[src/rtl/hls_contrast_strmul_pipe.sv]
// Elastic multiply pipeline: full-width signed/unsigned product, optional rounded
// right shift and saturation, with valid/ready handshakes on both sides.
module hls_contrast_strmul_pipe #(
  parameter int A_WIDTH   = 8,
  parameter int B_WIDTH   = 22,
  parameter int P_WIDTH   = 29,
  parameter int NUM_STAGE = 3,
  parameter int SHIFT     = 0,
  parameter int SATURATE  = 1
) (
  input  logic               ap_clk,
  input  logic               ap_rst,
  input  logic               in_valid,
  output logic               in_ready,
  input  logic [A_WIDTH-1:0] din0,
  input  logic [B_WIDTH-1:0] din1,
  input  logic               mode,
  output logic               out_valid,
  input  logic               out_ready,
  output logic [P_WIDTH-1:0] dout,
  output logic               sat
);

  localparam int PROD_W   = A_WIDTH + B_WIDTH;
  localparam int EXT_W    = PROD_W + 1;
  localparam int HI_W     = EXT_W - P_WIDTH + 1;
  localparam int MID_N    = (NUM_STAGE > 1) ? NUM_STAGE - 1 : 1;
  localparam int LAST_SRC = (NUM_STAGE > 1) ? NUM_STAGE - 2 : 0;
  localparam int RND_POS  = (SHIFT > 0) ? SHIFT - 1 : 0;
  localparam logic [EXT_W-1:0] RND =
    (SHIFT > 0) ? ({{(EXT_W-1){1'b0}}, 1'b1} << RND_POS) : '0;

  logic [NUM_STAGE-1:0] vld_q, vld_d, load;
  logic [PROD_W-1:0]    prod_q [MID_N];
  logic [PROD_W-1:0]    prod_d [MID_N];
  logic [MID_N-1:0]     mode_q, mode_d;
  logic [P_WIDTH-1:0]   dout_q, dout_d;
  logic                 sat_q, sat_d;

  logic [PROD_W-1:0]    op_a, op_b, prod_in;
  logic [PROD_W-1:0]    last_prod;
  logic                 last_mode, last_vld;
  logic signed [EXT_W-1:0] ext_v, rnd_v, shf_v;
  logic [HI_W-1:0]      hi_v;
  logic [P_WIDTH-1:0]   res_dout;
  logic                 res_sat;

  // Extending both operands to the product width makes the low bits of a plain
  // multiply equal the exact signed or unsigned product.
  always_comb begin
    op_a    = {{B_WIDTH{din0[A_WIDTH-1] & mode}}, din0};
    op_b    = {{A_WIDTH{din1[B_WIDTH-1] & mode}}, din1};
    prod_in = op_a * op_b;
  end

  // A stage may load when it is empty or its contents move on this cycle.
  always_comb begin
    logic chain;
    chain = out_ready;
    load  = '0;
    for (int s = NUM_STAGE - 1; s >= 0; s--) begin
      load[s] = ~vld_q[s] | chain;
      chain   = ~vld_q[s] | chain;
    end
  end

  assign in_ready = load[0] & ~ap_rst;

  always_comb begin
    if (NUM_STAGE > 1) begin
      last_vld  = vld_q[LAST_SRC];
      last_prod = prod_q[MID_N-1];
      last_mode = mode_q[MID_N-1];
    end else begin
      last_vld  = in_valid & in_ready;
      last_prod = prod_in;
      last_mode = mode;
    end
  end

  // Rounding uses one guard bit above the product so the add never wraps.
  always_comb begin
    ext_v    = last_mode ? $signed({last_prod[PROD_W-1], last_prod})
                         : $signed({1'b0, last_prod});
    rnd_v    = ext_v + $signed(RND);
    shf_v    = rnd_v >>> SHIFT;
    hi_v     = shf_v[EXT_W-1:P_WIDTH-1];
    res_dout = shf_v[P_WIDTH-1:0];
    res_sat  = 1'b0;
    if (SATURATE != 0) begin
      if (!last_mode) begin
        if (hi_v[HI_W-1:1] != '0) begin
          res_dout = '1;
          res_sat  = 1'b1;
        end
      end else if (hi_v != '0 && hi_v != '1) begin
        res_dout = hi_v[HI_W-1] ? {1'b1, {(P_WIDTH-1){1'b0}}}
                                : {1'b0, {(P_WIDTH-1){1'b1}}};
        res_sat  = 1'b1;
      end
    end
  end

  always_comb begin
    vld_d    = vld_q;
    vld_d[0] = load[0] ? (in_valid & in_ready) : vld_q[0];
    for (int s = 1; s < NUM_STAGE; s++) begin
      vld_d[s] = load[s] ? vld_q[s-1] : vld_q[s];
    end
    prod_d = prod_q;
    mode_d = mode_q;
    if (NUM_STAGE > 1) begin
      if (load[0] && in_valid && in_ready) begin
        prod_d[0] = prod_in;
        mode_d[0] = mode;
      end
      for (int s = 1; s < NUM_STAGE - 1; s++) begin
        if (load[s] && vld_q[s-1]) begin
          prod_d[s] = prod_q[s-1];
          mode_d[s] = mode_q[s-1];
        end
      end
    end
    dout_d = dout_q;
    sat_d  = sat_q;
    if (load[NUM_STAGE-1] && last_vld) begin
      dout_d = res_dout;
      sat_d  = res_sat;
    end
  end

  always_ff @(posedge ap_clk) begin
    if (ap_rst) begin
      vld_q  <= '0;
      mode_q <= '0;
      dout_q <= '0;
      sat_q  <= 1'b0;
      for (int s = 0; s < MID_N; s++) prod_q[s] <= '0;
    end else begin
      vld_q  <= vld_d;
      prod_q <= prod_d;
      mode_q <= mode_d;
      dout_q <= dout_d;
      sat_q  <= sat_d;
    end
  end

  assign out_valid = vld_q[NUM_STAGE-1];
  assign dout      = dout_q;
  assign sat       = sat_q;

endmodule

[config.mk]
export PLATFORM = sky130hd
export DESIGN_NAME = hls_contrast_strmul_pipe
export DESIGN_NICKNAME = d
export VERILOG_FILES = /design/src/rtl/hls_contrast_strmul_pipe.sv
export SDC_FILE = /design/constraint.sdc
export NUM_CORES = 1
export LEC_CHECK = 0
export ABC_CLOCK_PERIOD_IN_PS = 11700
export BUFFER_PORTS_ARGS = -buffer_cell sky130_fd_sc_hd__buf_2
export CAP_MARGIN = 20
export CORE_MARGIN = 5
export CORE_UTILIZATION = 55
export DETAILED_ROUTE_END_ITERATION = 12
export PLACE_DENSITY_LB_ADDON = 0.12
export SYNTH_ARGS = -nofsm -noshare
export SYNTH_HDL_FRONTEND = slang
export SYNTH_SLANG_ARGS = --single-unit
[constraint.sdc]
create_clock -name ap_clk -period 11.7 [get_ports ap_clk]
set_input_delay 1.17 -clock ap_clk [delete_from_list [all_inputs] [get_ports ap_clk]]
set_output_delay 1.17 -clock ap_clk [all_outputs]
set_load 0.01 [all_outputs]
==> out/summary.md, run 1 <==
* clkbuf_16 — Root Buffer Master
* 143 um — height of the die
* 1101 — gate count of the mapped netlist
* dfxtp_1 — commonest register cell after synthesis
* 7493 — via count of the first global-routing pass
* 70 — maximum number of pins on one net before global-route repair
* 0.172 GHz — Max Clk Rate
* 3 — H-tree level count
* 4.94 nW — leakage power total
* 165 x nand2_1, 161 x fa_1, 126 x inv_1, 111 x and2_1, 95 x dfxtp_1 — most frequent cells in the layout
* 0 — EDFF count, synth
* 0.00190 sq mm — FF+latch area
* 0 — share of synthesized registers carrying an async set or reset
* input port to flip-flop — Crit Path Class
* 0.966 ns — Least-Margin Pin Slew
* 67 — # IOs
* 95 — number of storage elements in the synthesis netlist
* 1342 — DP Cell Count
* 0.0252 — xor and xnor fraction of the mapped netlist area
* 351 — initial drt markers
* 0.195 — sequential fraction of the synthesis area
* 9 — cts bufs inserted
* 4 — drt pass-1 iters
* 35800 um — wire length of the first global-routing pass
* 0.562 — effective utilization at floorplan
* 48 — count of standard-cell rows
* 8870 um — met2 WL post-DR
* 23 — CP max FO
* 0.410 — Synth Area in Adders
* 0 — synthesis warning total
* 0 — number of remaining DRC errors
* 1358 — syn_nets
* adder cells — largest family of logic cells by synthesized area
* 2 — number of buffers on the longest clock path
* 0.0887 — share of the synthesized area in compound gates (AO/OA/AOI/OAI)
* 0 — Resized cells post-CTS
* 0.210 — simple-gate share of the synthesized area
* 7126 — via count
* 0 — antenna viol nets, final
* 0 — max-slew violation count
* 5.82 ns — time the final worst path needs with I/O delays and setup
* 0.0173 sq mm — placeable core area
* 16000 um — half-perimeter wire length after placement
* 0 — count of hold-fix buffers inserted at cts
* met4 — topmost layer with routed signal wires
* 0 — Inserted Diodes
* 7.51% — Synth-to-Final Area Change
* 0 ns — summed negative setup slack over all endpoints
* 0.863 — routability congestion estimate from global placement
* 1000 um — detailed route wirelength on metal3
* 0.34 ns — clock latency on the worst-skew pair
* 11.92 ns — required time at the endpoint of the critical path
* 0.00103 — post-synthesis mux area share
* 15.0 um — mean routed wirelength per cell
* 95 — clk sinks
* 10300 um — detailed-routing wirelength on met1
* 8.84 sq um — Avg Synthesized Cell Area
* 5.25 — routed via count divided by cell count
* 1618 — filler cell count
* 0.00363 ns — Worst Skew
* input port — CP Launch Type
* nand2_1 — commonest non-fill, non-tap cell in the layout
* 0 — Hold Vio Cnt, Final
* 20300 um — Routed Wire Length
* 211 mW/mm^2 — areal power density over the cells
* 0.0883 — fraction of layout cells with a size suffix above 1
* 0.00715 sq mm — multi-input gate area in the final layout
* 0 — maxcap violations
* flip-flop — CP endpoint kind
* completed — result of the run
* 0.497 — post-route fraction of the period consumed by the critical path
* 143 um — horizontal extent of the die
* 6.03 ns — crit path DAT
* done — clock tree from TritonCTS
* 0.00973 sq mm — synthesized area
* 1385 — Net count, final
* 0 — number of buffers inserted to repair setup after CTS
* 0 — overflow left after global routing
* 0.354 — Slew headroom
* 0.06 ns — clock-pin transition on the worst setup and hold timing paths
* 1358 — final non-filler cell total
* 0 — antenna violations before repair
* 66 — number of input and output port buffers inserted
* 133 uV — highest ir drop seen on vdd
* 0 — endpoints failing setup
* 0.214 — Tot GR Track Use
* 48 — number of different library cells in the post-synthesis netlist
* flip-flop to flip-flop — type of the worst min-delay path
* 0.0204 sq mm — die footprint
* false — setup repair after global routing missed its margin
* 0.605 — core utilization of the finished layout
[synthesized netlist by cell type (3+ instances only)]
| library cell | instances | area, sq um |
|---|---|---|
| and3_1 | 5 | 31.3 |
| nor2_1 | 63 | 236 |
| a21oi_1 | 78 | 390 |
| nand2_1 | 165 | 619 |
| nand3_1 | 30 | 150 |
| fa_1 | 161 | 3220 |
| dfxtp_1 | 95 | 1900 |
| xnor2_1 | 18 | 158 |
| clkbuf_1 | 48 | 180 |
| a21o_1 | 6 | 45.0 |
| o21ai_0 | 28 | 140 |
| inv_1 | 126 | 473 |
| a211oi_1 | 7 | 52.6 |
| ha_1 | 61 | 763 |
| o21ai_1 | 3 | 15.0 |
| buf_1 | 4 | 15.0 |
| or2_2 | 5 | 31.3 |
| nand2b_1 | 4 | 25.0 |
| xor2_1 | 10 | 87.6 |
| and2_1 | 111 | 694 |
| nor2b_1 | 4 | 25.0 |
| o21bai_1 | 4 | 30.0 |
| nor3_1 | 32 | 160 |
[worst paths after layout]
kind,from,to,slack [ns],depth (start not counted)
min reg2reg,prod_q[59],last_prod[29],0.45,2
min,prod_q[59],last_prod[29],0.45,2
max,din0[0],prod_q[47],5.88,19
max reg2reg,vld_q[2],prod_q[54],9.39,7
[worst max-delay path: stages]
cell	delay [ns]
buf_2	0.42
nand2_1	0.15
fa_1	0.52
fa_1	0.52
inv_1	0.04
ha_1	0.28
inv_1	0.05
fa_1	0.48
inv_1	0.04
ha_1	0.27
ha_1	0.23
fa_1	0.48
a211oi_1	0.34
o21ai_1	0.15
and2_4	0.17
a21o_1	0.18
a221o_1	0.30
xnor2_1	0.13
o21ai_1	0.06
[metrics by stage]
step	total power, mW	worst slack (ns)	hold slack (ns)	area, sq um
5_1_grt	2.47	5.47	0.470	10500
3_5_place_dp	1.92	5.46	0.445	10200
4_1_cts	2.22	5.83	0.456	10500
6_report	2.20	5.88	0.452	10500
2_1_floorplan	1.60	5.65	0.425	9730
3_3_place_gp	1.91	5.54	0.440	10200
[report_power, final]
| group | internal, mW | total (mW) | leakage, nW | switching [mW] |
|---|---|---|---|---|
| clock network | 0.170 | 0.284 | 0.146 | 0.113 |
| logic | 0.679 | 1.53 | 4.01 | 0.847 |
| registers | 0.372 | 0.395 | 0.777 | 0.0225 |
| total | 1.22 | 2.20 | 4.94 | 0.983 |
[flip-flops by register name (all words and copies together), names as in the netlist]
| register | flops |
|---|---|
| vld_q | 3 |
| mode_q | 2 |
| prod_q | 30 |
| last_prod | 30 |
| sat | 1 |
| dout | 29 |
[routing by layer]
layer,vias up,GRT usage
met5,-,0
met2,161,0.339
met3,11,0.0255
met1,3437,0.315
li1,3517,-
met4,0,0.0545
[kinds of logic after synthesis]
family / count (synthesis)
buf+inv: 180
simple gates: 428
flops: 95
mux: 1
compound gates: 147
fa+ha+maj: 222
xor+xnor: 28
[final cells by class]
type,count,area share
clock inverter,4,0.00431
inverter,126,0.0452
clock buffer,12,0.0236
tap,225,0.0269
sequential,95,0.182
multi-input combinational,826,0.684
timing repair buffer,70,0.0345
Note: power is estimated with default switching activity, not from simulation.
==> run 2: changes to the inputs <==
ABC_AREA = 1   (was default)
ABC_CLOCK_PERIOD_IN_PS = 5800   (was 11700)
clock period = 5.8 ns   (was 11.7 ns; I/O delays follow)
==> out/summary.md, run 2 <==
* 1775 — Net count, final
* 0 — share of synthesized registers carrying an async set or reset
* 18 — total number of cells along the worst setup path
* 0.311 — Slew headroom
* 0.880 — post-route fraction of the period consumed by the critical path
* flip-flop to flip-flop — type of the worst min-delay path
* 0 — synthesis warning total
* 5.04 — routed via count divided by cell count
* fa_1 29%, dfxtp_1 17%, nand2_1 14% — most area-consuming cells after synthesis
* fa_1 — cell repeated most along the worst path
* 24300 um — Routed Wire Length
* 13.6 um — mean routed wirelength per cell
* 0 — number of buffers inserted to repair setup after CTS
* 36 — number of different library cells in the post-synthesis netlist
* 88 — maximum number of pins on one net before global-route repair
* 95 — number of storage elements in the synthesis netlist
* false — setup repair after global routing missed its margin
* fa_1 — slowest cell on the critical path
* 152 um — height of the die
* done — clock tree from TritonCTS
* 7.35 sq um — Avg Synthesized Cell Area
* 152 um — horizontal extent of the die
* 95 — clk sinks
* 518 — initial drt markers
* 10 — R2R depth
* 401 x nand2_1, 376 x inv_1, 161 x fa_1, 95 x dfxtp_1, 83 x nor2_1 — most frequent cells in the layout
* 0.0110 sq mm — synthesized area
* input port to flip-flop — Crit Path Class
* 66 — number of input and output port buffers inserted
* input port — CP Launch Type
* adder cells — category of cells accounting for the largest share of critical-path delay
* 42400 um — wire length of the first global-routing pass
* 0 — Hold Vio Cnt, Final
* 5.10 ns — time the final worst path needs with I/O delays and setup
* nand2_1 — commonest non-fill, non-tap cell in the layout
* 436 mW/mm^2 — areal power density over the cells
* 1761 — syn_nets
* 0.00730 sq mm — multi-input gate area in the final layout
* 0.0197 sq mm — placeable core area
* 9001 — via count
* 0 — Inserted Diodes
* 0 — antenna viol nets, final
* 0.07 ns — clock-pin transition on the worst setup and hold timing paths
* 0.0230 sq mm — die footprint
* 260 uV — highest ir drop seen on vdd
* prod_q[46] — r2r endpoint
* 0.34 ns — clock latency on the worst-skew pair
* 0.597 — core utilization of the finished layout
* 0.0117 sq mm — Non-Filler Cell Area, Final
* 0 — overflow left after global routing
* 0 — antenna violations before repair
* 9 — cts bufs inserted
* 0.0966 — fraction of layout cells with a size suffix above 1
* 67 — # IOs
* 5.12 mW — Total Power Consumption
* clkbuf_16 — Root Buffer Master
* 24 — CP max FO
* buf_2 > nand2_1 > fa_1 > fa_1 > inv_1 > fa_1 > fa_1 > inv_1 > fa_1 > inv_1 > ha_1 > nand2_1 > nand3_2 > nand2_1 > nand2_1 > a21oi_1 > xor2_1 > o21ai_1 — cell breakdown of the critical path
* completed — result of the run
* 5.31 ns — crit path DAT
* nand2_1 — cell with the most instances after synthesis
* 0.226 — Tot GR Track Use
* 0.292 — fraction of synthesized cell area taken by the top area cell type
* 0 — max-slew violation count
* 0.349 ns — Setup Slack @ Placement
* 0.196 GHz — Max Clk Rate
* 6.01 ns — required time at the endpoint of the critical path
* 0.53 ns — peak per-stage delay on the critical path
* prod_q[45] — Worst Setup EP
* dfxtp_1 — commonest register cell after synthesis
* 19500 um — half-perimeter wire length after placement
* 0.962 — routability congestion estimate from global placement
* 6 — drt pass-1 iters
* 0 ns — summed negative setup slack over all endpoints
* 6.26% — Synth-to-Final Area Change
* 0 — Resized cells post-CTS
* 0.562 — effective utilization at floorplan
* 3 — H-tree level count
* 0 — count of hold-fix buffers inserted at cts
* 0 — EDFF count, synth
* flip-flop — CP endpoint kind
* 9147 — via count of the first global-routing pass
* vld_q[2] — reg2reg start
* 0.00711 ns — Worst Skew
* 4 — count of buffer and inverter cells on the critical path
* 3.83 ns — reg-to-reg setup timing slack
* 1504 — gate count of the mapped netlist
* 0 — maxcap violations
* 1787 — final non-filler cell total
* 2 — number of buffers on the longest clock path
* 0.00190 sq mm — FF+latch area
* 51 — count of standard-cell rows
* 1881 — filler cell count
* 401 x nand2_1, 376 x inv_1, 161 x fa_1, 95 x dfxtp_1, 83 x nor2_1 — Post-synth top cells
* 1771 — DP Cell Count
* 0.172 — sequential fraction of the synthesis area
* 1.03 ns — Least-Margin Pin Slew
* 7.05 nW — leakage power total
* 0.0114 sq mm — Post-DP Area
* 0 — number of remaining DRC errors
* 0.695 ns — Worst Slack Setup Final
* 0 — endpoints failing setup
* din0[6] — Critical Path Source
* fa_1 — cell type with the highest aggregate area in the netlist
* 0.459 ns — Hold WS
run 2: cell types whose count changed after synthesis, moves of 11 or more:
| cell | delta |
|---|---|
| a21oi_1 | -24 |
| and2_1 | -111 |
| inv_1 | +250 |
| inv_2 | +24 |
| nand2_1 | +236 |
| nand3_1 | +14 |
| nand4_1 | +11 |
| nor2_1 | +20 |
| nor3_1 | -28 |
| o21ai_0 | +27 |
| o221ai_2 | +20 |
| xnor2_1 | -15 |
run 2: metal layers:
layer | global-route usage | vias up | part of all wire
met5 | 0 | - | 0
met2 | 0.414 | 202 | 0.51
met1 | 0.291 | 4327 | 0.43
li1 | - | 4446 | -
met4 | 0.0400 | 0 | 0.010
met3 | 0.0262 | 26 | 0.045
run 2: cells by family after synthesis:
group | share of synthesized area
fa+ha+maj | 0.361
xor+xnor | 0.00476
buf+inv | 0.167
simple gates | 0.202
flops | 0.172
compound gates | 0.0927
run 2: final cells by class:
| cell class | count | area share |
|---|---|---|
| Inverter | 400 | 0.128 |
| Timing Repair Buffer | 73 | 0.0343 |
| Clock buffer | 10 | 0.0204 |
| Tap cell | 265 | 0.0282 |
| Sequential cell | 95 | 0.162 |
| Clock inverter | 5 | 0.00554 |
| Multi-Input combinational cell | 939 | 0.622 |
run 2: worst min-delay path: stages (launching register included):
cell and delay [ns]:
dfxtp_1 0.30, inv_1 0.06, a21oi_1 0.06
run 2: where the power goes:
part,internal (mW),switching (mW),total [mW]
Sequential,0.756,0.0516,0.808
Combinational,1.33,2.38,3.71
Clock,0.348,0.256,0.604
Total,2.43,2.69,5.12
run 2: how the worst min path moves through the flow:
stage / start / slack [ns] / end / depth (start not counted)
2_1_floorplan: prod_q[37] / 0.42 / last_prod[7] / 2
3_3_place_gp: prod_q[37] / 0.44 / last_prod[7] / 2
3_5_place_dp: prod_q[37] / 0.45 / last_prod[7] / 2
4_1_cts: prod_q[37] / 0.46 / last_prod[7] / 2
5_1_grt: prod_q[37] / 0.47 / last_prod[7] / 2
6_report: prod_q[32] / 0.46 / prod_q[32] / 2
==> run 3: changes to the inputs <==
PLACE_DENSITY = 0.78   (was default)
PLACE_DENSITY_LB_ADDON = default   (was 0.12)
==> out/summary.md, run 3 (same netlist as run 2, synthesis figures left out) <==
* completed — result of the run
* flip-flop to flip-flop — type of the worst min-delay path
* 0.0114 sq mm — Post-DP Area
* false — setup repair after global routing missed its margin
* 0 — max-slew violation count
* nand2_1 — commonest non-fill, non-tap cell in the layout
* 401 x nand2_1, 376 x inv_1, 161 x fa_1, 95 x dfxtp_1, 83 x nor2_1 — most frequent cells in the layout
* 275 uV — highest ir drop seen on vdd
* 0 — Resized cells post-CTS
* 5.35 ns — crit path DAT
* 0.109 — clock group share of total power
* 0.0230 sq mm — die footprint
* 7.03 nW — leakage power total
* done — clock tree from TritonCTS
* 9364 — via count of the first global-routing pass
* 0.524 — share of total power consumed by net switching
* 5.84% — Synth-to-Final Area Change
* 1.02 ns — Least-Margin Pin Slew
* 42500 um — wire length of the first global-routing pass
* 0 — number of remaining DRC errors
* 0.228 — Tot GR Track Use
* 6.00 ns — required time at the endpoint of the critical path
* 24 — CP max FO
* 0.0117 sq mm — Non-Filler Cell Area, Final
* 0 ns — summed negative setup slack over all endpoints
* 556 — initial drt markers
* 0.159 — Seq pwr share
* 0 — maxcap violations
* 0.888 — post-route fraction of the period consumed by the critical path
* 0 — number of buffers inserted to repair setup after CTS
* 433 mW/mm^2 — areal power density over the cells
* 51 — count of standard-cell rows
* 9 — cts bufs inserted
* 67 — # IOs
* 0.562 — effective utilization at floorplan
* 0 — Inserted Diodes
* 0.0940 — fraction of layout cells with a size suffix above 1
* 0 — endpoints failing setup
* 24500 um — Routed Wire Length
* 0 — antenna viol nets, final
* 0 — count of hold-fix buffers inserted at cts
* input port — CP Launch Type
* 9115 — via count
* 0.0197 sq mm — placeable core area
* 152 um — horizontal extent of the die
* clkbuf_16 — Root Buffer Master
* 0.34 ns — clock latency on the worst-skew pair
* flip-flop — CP endpoint kind
* 2 — number of buffers on the longest clock path
* 0 — overflow left after global routing
* 0.882 — routability congestion estimate from global placement
* 19400 um — half-perimeter wire length after placement
* input port to flip-flop — Crit Path Class
* 13.7 um — mean routed wirelength per cell
* 0.194 GHz — Max Clk Rate
* 2.41 mW — P_int
* 5.15 ns — time the final worst path needs with I/O delays and setup
* 95 — clk sinks
* 0 — Hold Vio Cnt, Final
* 1774 — Net count, final
* 0.732 — combinational power share
* 0.00382 ns — Worst Skew
* 0.06 ns — clock-pin transition on the worst setup and hold timing paths
* 0 — antenna violations before repair
* 0.321 — Slew headroom
* 5.10 — routed via count divided by cell count
* 2.65 mW — net load switching power
* 66 — number of input and output port buffers inserted
* 152 um — height of the die
* 88 — maximum number of pins on one net before global-route repair
* 6 — drt pass-1 iters
* 3 — H-tree level count
-- run 3: power groups by stage --
stage	combinational (mW)	clock, mW	sequential (mW)
4_1_cts	3.73	0.562	0.806
6_report	3.71	0.551	0.805
5_1_grt	4.29	0.590	0.816
3_3_place_gp	3.66	0	0.818
3_5_place_dp	3.69	0	0.819
2_1_floorplan	2.82	0	0.811
-- run 3: worst max-delay path, stage by stage --
cell and delay (ns):
buf_2 0.43, nand2_1 0.18, fa_1 0.55, fa_1 0.51, inv_1 0.05, fa_1 0.45, fa_1 0.51, inv_1 0.06
fa_1 0.51, inv_1 0.04, ha_1 0.34, nand2_1 0.13, nand3_2 0.16, nand2_1 0.09, nand2_1 0.16, a21oi_1 0.27
xor2_1 0.24, o21ai_1 0.08
-- run 3: path summary, 6_finish.rpt --
kind	start	end	slack (ns)	cells past startpoint
setup / recovery	din0[6]	prod_q[45]	0.65	18
hold / removal	prod_q[37]	last_prod[7]	0.45	2
setup reg to reg	vld_q[2]	last_prod[10]	3.56	8
hold reg to reg	prod_q[37]	last_prod[7]	0.45	2
-- run 3: cell type report --
type / count / area [sq um]
Fill cell: 1887 / 7960
Timing Repair Buffer: 72 / 383
Multi-Input combinational cell: 939 / 7300
Inverter: 400 / 1500
Clock buffer: 15 / 278
Tap cell: 265 / 332
Sequential cell: 95 / 1900
-- run 3: per-layer routing --
metal  vias up  GRT usage  part of all wire
met4         0     0.0611             0.027
met3        53     0.0315             0.049
met5         -          0                 0
met2       240      0.417              0.53
li1       4439          -                 -
met1      4383      0.282              0.40
-- run 3: per-stage QoR --
| stage | total power [mW] | instances | setup WS (ns) | utilization | hold WS [ns] |
|---|---|---|---|---|---|
| after CTS | 5.09 | 1785 | 0.658 | 0.594 | 0.453 |
| final | 5.06 | 1786 | 0.651 | 0.595 | 0.451 |
| after detailed placement | 4.51 | 1770 | 0.316 | 0.580 | 0.445 |
| after floorplan | 3.63 | 1504 | 0.766 | - | 0.421 |
| after global routing | 5.70 | 1786 | 0.378 | 0.595 | 0.471 |
| after global placement | 4.47 | 1770 | 0.384 | 0.580 | 0.443 |
